$ cat config.mk
export PLATFORM = sky130hd
export DESIGN_NAME = mem_access_stage
export DESIGN_NICKNAME = d
export VERILOG_FILES = /design/src/rtl/mem_access_stage.sv
export SDC_FILE = /design/constraint.sdc
export NUM_CORES = 1
export LEC_CHECK = 0
export ABC_AREA = 1
export CAP_MARGIN = 20
export CORE_MARGIN = 2
export CORE_UTILIZATION = 37
export CTS_BUF_LIST = sky130_fd_sc_hd__clkbuf_16
export DETAILED_ROUTE_END_ITERATION = 12
export PLACE_DENSITY = 0.8
export SYNTH_ARGS = -nofsm -noshare
export SYNTH_HDL_FRONTEND = slang
export SYNTH_SLANG_ARGS = --single-unit
$ cat constraint.sdc
create_clock -name clk -period 2 [get_ports clk]
set_clock_uncertainty 0.2 [all_clocks]
set_input_delay 0.4 -clock clk [delete_from_list [all_inputs] [get_ports clk]]
set_output_delay 0.4 -clock clk [all_outputs]
set_load 0.1 [all_outputs]
$ cat src/rtl/mem_access_stage.sv
// MEM pipeline stage: issues one data-memory request per load/store,
// stalls the upstream pipeline until the memory signals completion, and
// registers the MEM/WB pipeline outputs. Non-memory instructions take one
// cycle and never stall.
module mem_access_stage #(
  parameter int unsigned MAX_WAIT = 15
) (
  input  logic        clk,
  input  logic        rst,
  input  logic [15:0] ex_alu_result,
  input  logic [15:0] ex_sw_data,
  input  logic        ex_mem_write,
  input  logic        ex_mem_read,
  input  logic        ex_mem_to_reg,
  input  logic        ex_reg_write,
  input  logic        ex_hlt,
  input  logic [3:0]  ex_dst_reg,
  output logic        mem_en,
  output logic        mem_wr,
  output logic [15:0] mem_addr,
  output logic [15:0] mem_wdata,
  input  logic [15:0] mem_rdata,
  input  logic        mem_data_valid,
  output logic        stall,
  output logic [15:0] wb_alu_result,
  output logic [15:0] wb_mem_data,
  output logic        wb_mem_to_reg,
  output logic        wb_reg_write,
  output logic        wb_hlt,
  output logic [3:0]  wb_dst_reg,
  output logic        mem_err
);

  typedef enum logic {IDLE, BUSY} state_t;

  localparam logic [7:0] WAIT_LIMIT = 8'(MAX_WAIT);
  localparam logic [7:0] WAIT_SAT   = 8'd255;

  state_t     state, state_next;
  logic [7:0] wait_cnt, wait_cnt_next;
  logic       access;
  logic       load_ex;
  logic       err_set;
  logic       capture_rdata;

  // A simultaneous read+write is handled as a write; read data is dropped.
  assign access        = ex_mem_read | ex_mem_write;
  assign capture_rdata = ex_mem_read & ~ex_mem_write;

  // The request bus mirrors EX/MEM; only mem_en qualifies it.
  assign mem_wr    = ex_mem_write;
  assign mem_addr  = ex_alu_result;
  assign mem_wdata = ex_sw_data;

  // Next-state, request strobe, stall and MEM/WB load decision.
  always_comb begin
    // NOTE: every output of this block gets a default first so no path
    // through the case can leave a value unassigned and infer a latch.
    state_next    = state;
    wait_cnt_next = wait_cnt;
    mem_en        = 1'b0;
    stall         = 1'b0;
    load_ex       = 1'b0;
    err_set       = 1'b0;
    unique case (state)
      IDLE: begin
        if (access) begin
          mem_en        = 1'b1;
          stall         = 1'b1;
          state_next    = BUSY;
          wait_cnt_next = 8'd1;
        end else begin
          load_ex = 1'b1;
        end
      end
      BUSY: begin
        if (mem_data_valid) begin
          load_ex       = 1'b1;
          state_next    = IDLE;
          wait_cnt_next = 8'd0;
        end else begin
          stall = 1'b1;
          if (wait_cnt != WAIT_SAT) wait_cnt_next = wait_cnt + 8'd1;
          // wait_cnt equals the index of the current BUSY cycle, so the
          // flag sets on the edge that ends the MAX_WAIT-th waiting cycle.
          if (wait_cnt >= WAIT_LIMIT) err_set = 1'b1;
        end
      end
      default: state_next = IDLE;
    endcase
  end

  // Control state, wait counter and sticky timeout flag.
  always_ff @(posedge clk or posedge rst) begin
    // NOTE: sequential state uses non-blocking assignments so every
    // register samples pre-edge values regardless of evaluation order.
    if (rst) begin
      state    <= IDLE;
      wait_cnt <= 8'd0;
      mem_err  <= 1'b0;
    end else begin
      state    <= state_next;
      wait_cnt <= wait_cnt_next;
      if (err_set) mem_err <= 1'b1;
    end
  end

  // MEM/WB pipeline register: EX/MEM contents when the stage advances,
  // a bubble while stalled.
  always_ff @(posedge clk or posedge rst) begin
    if (rst) begin
      wb_alu_result <= 16'd0;
      wb_mem_data   <= 16'd0;
      wb_mem_to_reg <= 1'b0;
      wb_reg_write  <= 1'b0;
      wb_hlt        <= 1'b0;
      wb_dst_reg    <= 4'd0;
    end else if (load_ex) begin
      wb_alu_result <= ex_alu_result;
      wb_mem_data   <= (state == BUSY && capture_rdata) ? mem_rdata : 16'd0;
      wb_mem_to_reg <= ex_mem_to_reg;
      wb_reg_write  <= ex_reg_write;
      wb_hlt        <= ex_hlt;
      wb_dst_reg    <= ex_dst_reg;
    end else begin
      wb_alu_result <= 16'd0;
      wb_mem_data   <= 16'd0;
      wb_mem_to_reg <= 1'b0;
      wb_reg_write  <= 1'b0;
      wb_hlt        <= 1'b0;
      wb_dst_reg    <= 4'd0;
    end
  end

endmodule

After elaboration in Yosys (flattened, before gate mapping)
Index checks and enable logic that the tools add are counted.
W data, S select, Z words.
{"block": "totals", "ff_bits": 49, "in_bits": 60, "wordCells": 41}
{"block": "classes", "reduce_logical": 2, "addsub": 1, "mux": 21, "n_eq_ne": 3, "order_cmp": 1, "bitwise": 4}
{"op": "$mux W16", "n": 3}
{"op": "$mux W8", "n": 3}
{"op": "$pmux W8 S2", "n": 1}
{"op": "$mux W1", "n": 11}
{"op": "$add A8 B1 Y8 const B", "n": 1}
{"op": "$ge A8 B4 Y1 const B", "n": 1}
{"op": "$ne A8 B8 Y1 const B", "n": 1}
{"op": "$mux W4", "n": 1}
{"op": "$pmux W1 S2", "n": 2}
{"op": "$ne A3 B2 Y1 const B", "n": 1}
{"op": "$ne A2 B2 Y1 const B", "n": 1}
{"op": "$not A1 Y1", "n": 2}
{"op": "$reduce_and A2 Y1", "n": 1}
{"op": "$and A1 B1 Y1", "n": 1}
{"op": "$logic_and A1 B1 Y1", "n": 1}
{"op": "$or A1 B1 Y1", "n": 1}

Logic depth before layout (Yosys ltp)
{"block": "logic_depth", "depth_word": 5, "mapped_depth": 8, "ltp_nobuf": 8}

Worst setup path before layout
Ideal clock, no wire load.
{"block": "synth_path", "path_kind": "input -> output", "startpoint": "in ex_mem_write", "endpoint": "out stall", "arrival_time_ns": 2.555, "setup_slack_ns": -1.155, "required_ns": 1.400, "stages": 5, "path_buffers": 2, "path_cell_list": "nor2_2 nor2_1 or2_1 buf_2 buf_2"}
{"block": "synth_via", "elab_chain_cells": 3}
{"item": "start, declared", "line_no": "12", "rtl": "input logic ex_mem_write,"}
{"item": "$or A1 B1 Y1", "line_no": "47", "rtl": "assign access = ex_mem_read | ex_mem_write;"}
{"item": "$mux W1", "line_no": "67", "rtl": "if (access) begin"}
{"item": "$pmux W1 S2", "line_no": "65", "rtl": "unique case (state)"}
{"item": "end, declared", "line_no": "24", "rtl": "output logic stall,"}
Every way passes these cells.

Final worst setup path
{"block": "layout_path", "startpoint": "in ex_mem_read", "endpoint": "out stall"}
{"block": "layout_via", "elab_chain_cells": 3}
{"item": "start, declared", "line_no": "13", "rtl": "input logic ex_mem_read,"}
{"item": "$or A1 B1 Y1", "line_no": "47"}
{"item": "$mux W1", "line_no": "67"}
{"item": "$pmux W1 S2", "line_no": "65"}
Every way passes these cells.

==> impl_metrics.ini <==
[timing]
worst_hold_slack_ns = 0.287
max_freq_mhz = 522
setup_slack_ns = 0.0831
finalHoldViolCount = 0
finalMaxSlewViolations = 0
setup_viol = 0
timing.final.crit_period_ns = 1.92
slew_headroom_pct = 79.4
worst_slew_pin_slew_ns = 0.309
finalCritPeriodShare_pct = 95.8
rsz0062_at_grt = no

[detailed_routing]
drc = 0
drt_iter0_drc = 52
ant_nets = 0
wire_per_inst_microns = 13.1
wirelength_mm = 4.94
via_per_inst = 4.34
first_pass_iters = 4
vias = 1633

[layout]
nNetsFinal = 361
diodes = 0
top_regs = wb_alu_result: 16 flops, wb_mem_data: 16 flops, wait_cnt: 8 flops
drive_gt1_share_pct = 31.6
utilization_pct = 66.3
layout.cells.non_filler = 376
syn_to_final_growth_pct = 75.8
multi_input_area_sq_um = 589
regArea_sq_um = 1230
fillers = 416

[logic_synthesis]
syn_nets = 283
synth-edff-count = 0
synth-seq-area-share_pct = 55.6
synth_area_per_cell_sq_um = 9.94
synthFlopType = dfrtp_1
synth_top_area_share_pct = 55.6
synth.distinct_cells = 18
synth.area.top_cells = dfrtp_1 (56%), buf_4 (12%), nor3b_2 (9.1%)
synth_common_cells = dfrtp_1 (49), nor2_1 (36), buf_4 (34), nand2_1 (34), inv_1 (29)
ys_ff_latch = 49
yosysMostFrequentCell = dfrtp_1
yosys.area_share.simple_pct = 23.5
synth_top_family_by_area = simple AND/OR/NAND/NOR gates
synth_compound_area_share_pct = 1.93
synth_area_sq_um = 2210
synthesis.instances = 222
muxShareOfSynthArea_pct = 0
synth_xor_area_share_pct = 0
yosysWarnings = 0
synth_adder_area_share_pct = 0.567
async_flop_share_pct = 100
synth.largest_area_cell = dfrtp_1

[die]
die_h_microns = 81.2
dieArea_sq_um = 6600
io_pins = 135
coreArea_sq_um = 5850
row_count = 28
die_x_microns = 81.2
start_util_pct = 37.7

[critical_path]
cp.arrival_ns = 1.32
required_ns = 1.40
reg2reg_setup_slack_ns = 0.26
critPathLaunchType = input pin
r2r-start = wait_cnt[0]
worstRegToRegCells = 7
crit_start = ex_mem_read
critPathKind = input pin to primary output
r2r_end = wait_cnt[6]
worstPathMaxFanout = 3
crit_path_end_kind = primary output

[global_route]
grt.total_usage_pct = 16.5
grt_start_max_net_pins = 50
grt_pass1_wl_mm = 8.27
antenna_found_initial = 0
grt_overflow_total = 0
grt_pass1_vias = 1688

[clock_tree]
insertion_delay_ns = 0.27
cts_num_sinks = 49
cts_tree = yes
clockBufferDepth = 2
cts_root_buf = clkbuf_16
cts_max_level = 2
path_clk_slew_ns = 0.06
postCtsHoldBufs = 0
numCtsBuffers = 5

[pwr]
p_per_area_nw_per_um2 = 986
power_leakage_uw = 0.00184
ir_drop_mv = 0.599
p_total_uw = 3830

[placement]
pre_cts_slack_ns = -0.245
dpl.hpwl_mm = 4.02
numPortBuffers = 102
dp_cells = 367
place_congestion = 0.904

[run_status]
status = complete, no violations

[worst_hold_path]
hp-class = input pin to async pin

[run]
cap_violations = 0
==> worst max-delay path, stage by stage <==
cell and delay [ns]:
dlygate4sd2_1 0.27, nor2_4 0.14, nor2_4 0.05, or2_4 0.28
buf_12 0.17
==> cells by family (layout without fill, tap and decap cells) <==
| family | Yosys count | count (layout) |
|---|---|---|
| simple gates | 95 | 95 |
| fa+ha+maj | 1 | 1 |
| flops | 49 | 49 |
| buf+inv | 69 | 148 |
| compound gates | 8 | 8 |
==> placed cells by master (no fill, tap or decap), drive strengths merged <==
cell type / instances
a21oi: 1
nor3b: 16
clkdlybuf4s50: 40
buf: 67
nand3b: 1
dlygate4sd2: 3
o21ai: 6
o31ai: 1
ha: 1
nand3: 5
or2: 1
bufinv: 1
dfrtp: 49
clkinv: 1
inv: 31
nand2: 34
clkbuf: 5
nor2: 38
==> power by group <==
group / internal [uW] / total, uW / switching (uW)
logic: 604 / 1730 / 1130
clock network: 580 / 903 / 322
registers: 1100 / 1190 / 95.3
total: 2280 / 3820 / 1540
==> layout make-up <==
type	instances	share of cell area, %
clock buffers	5	3.23
clock inverters	3	0.968
inverters	30	2.90
multi-input cells	104	15.2
flip-flops and latches	49	31.6
well taps	75	2.42
repair buffers	110	43.7
==> per-layer routing <==
layer / routed length [microns] / GRT usage (%) / share of wire, %
met3: 453 / 5.00 / 9.2
met4: 139 / 6.61 / 2.8
met2: 2630 / 29.3 / 53
met1: 1710 / 18.5 / 35
met5: 0 / 0 / 0
==> how the worst max path moves through the flow <==
stage | to | slack [ns] | cells after the start
6_report | stall | 0.08 | 5
5_1_grt | stall | 0.05 | 4
4_1_cts | stall | 0.07 | 5
3_5_place_dp | stall | -0.24 | 5
3_3_place_gp | stall | -0.23 | 5
2_1_floorplan | stall | -0.01 | 5
==> stage by stage <==
stage | setup TNS, ns | instance area, sq um
after CTS | 0 | 3880
after global placement | -3.85 | 3710
after floorplan | -0.0138 | 2240
final | 0 | 3880
after detailed placement | -5.21 | 3710
after global routing | 0 | 3880
==> timing repair <==
action / in CTS / in global routing
endpoints found under the hold margin: 0 / 0
resized for setup: 4 / 0
endpoints found under the setup margin: 1 / 0
setup buffers: 1 / 0
No activity file was read; power rests on OpenSTA's default activity.
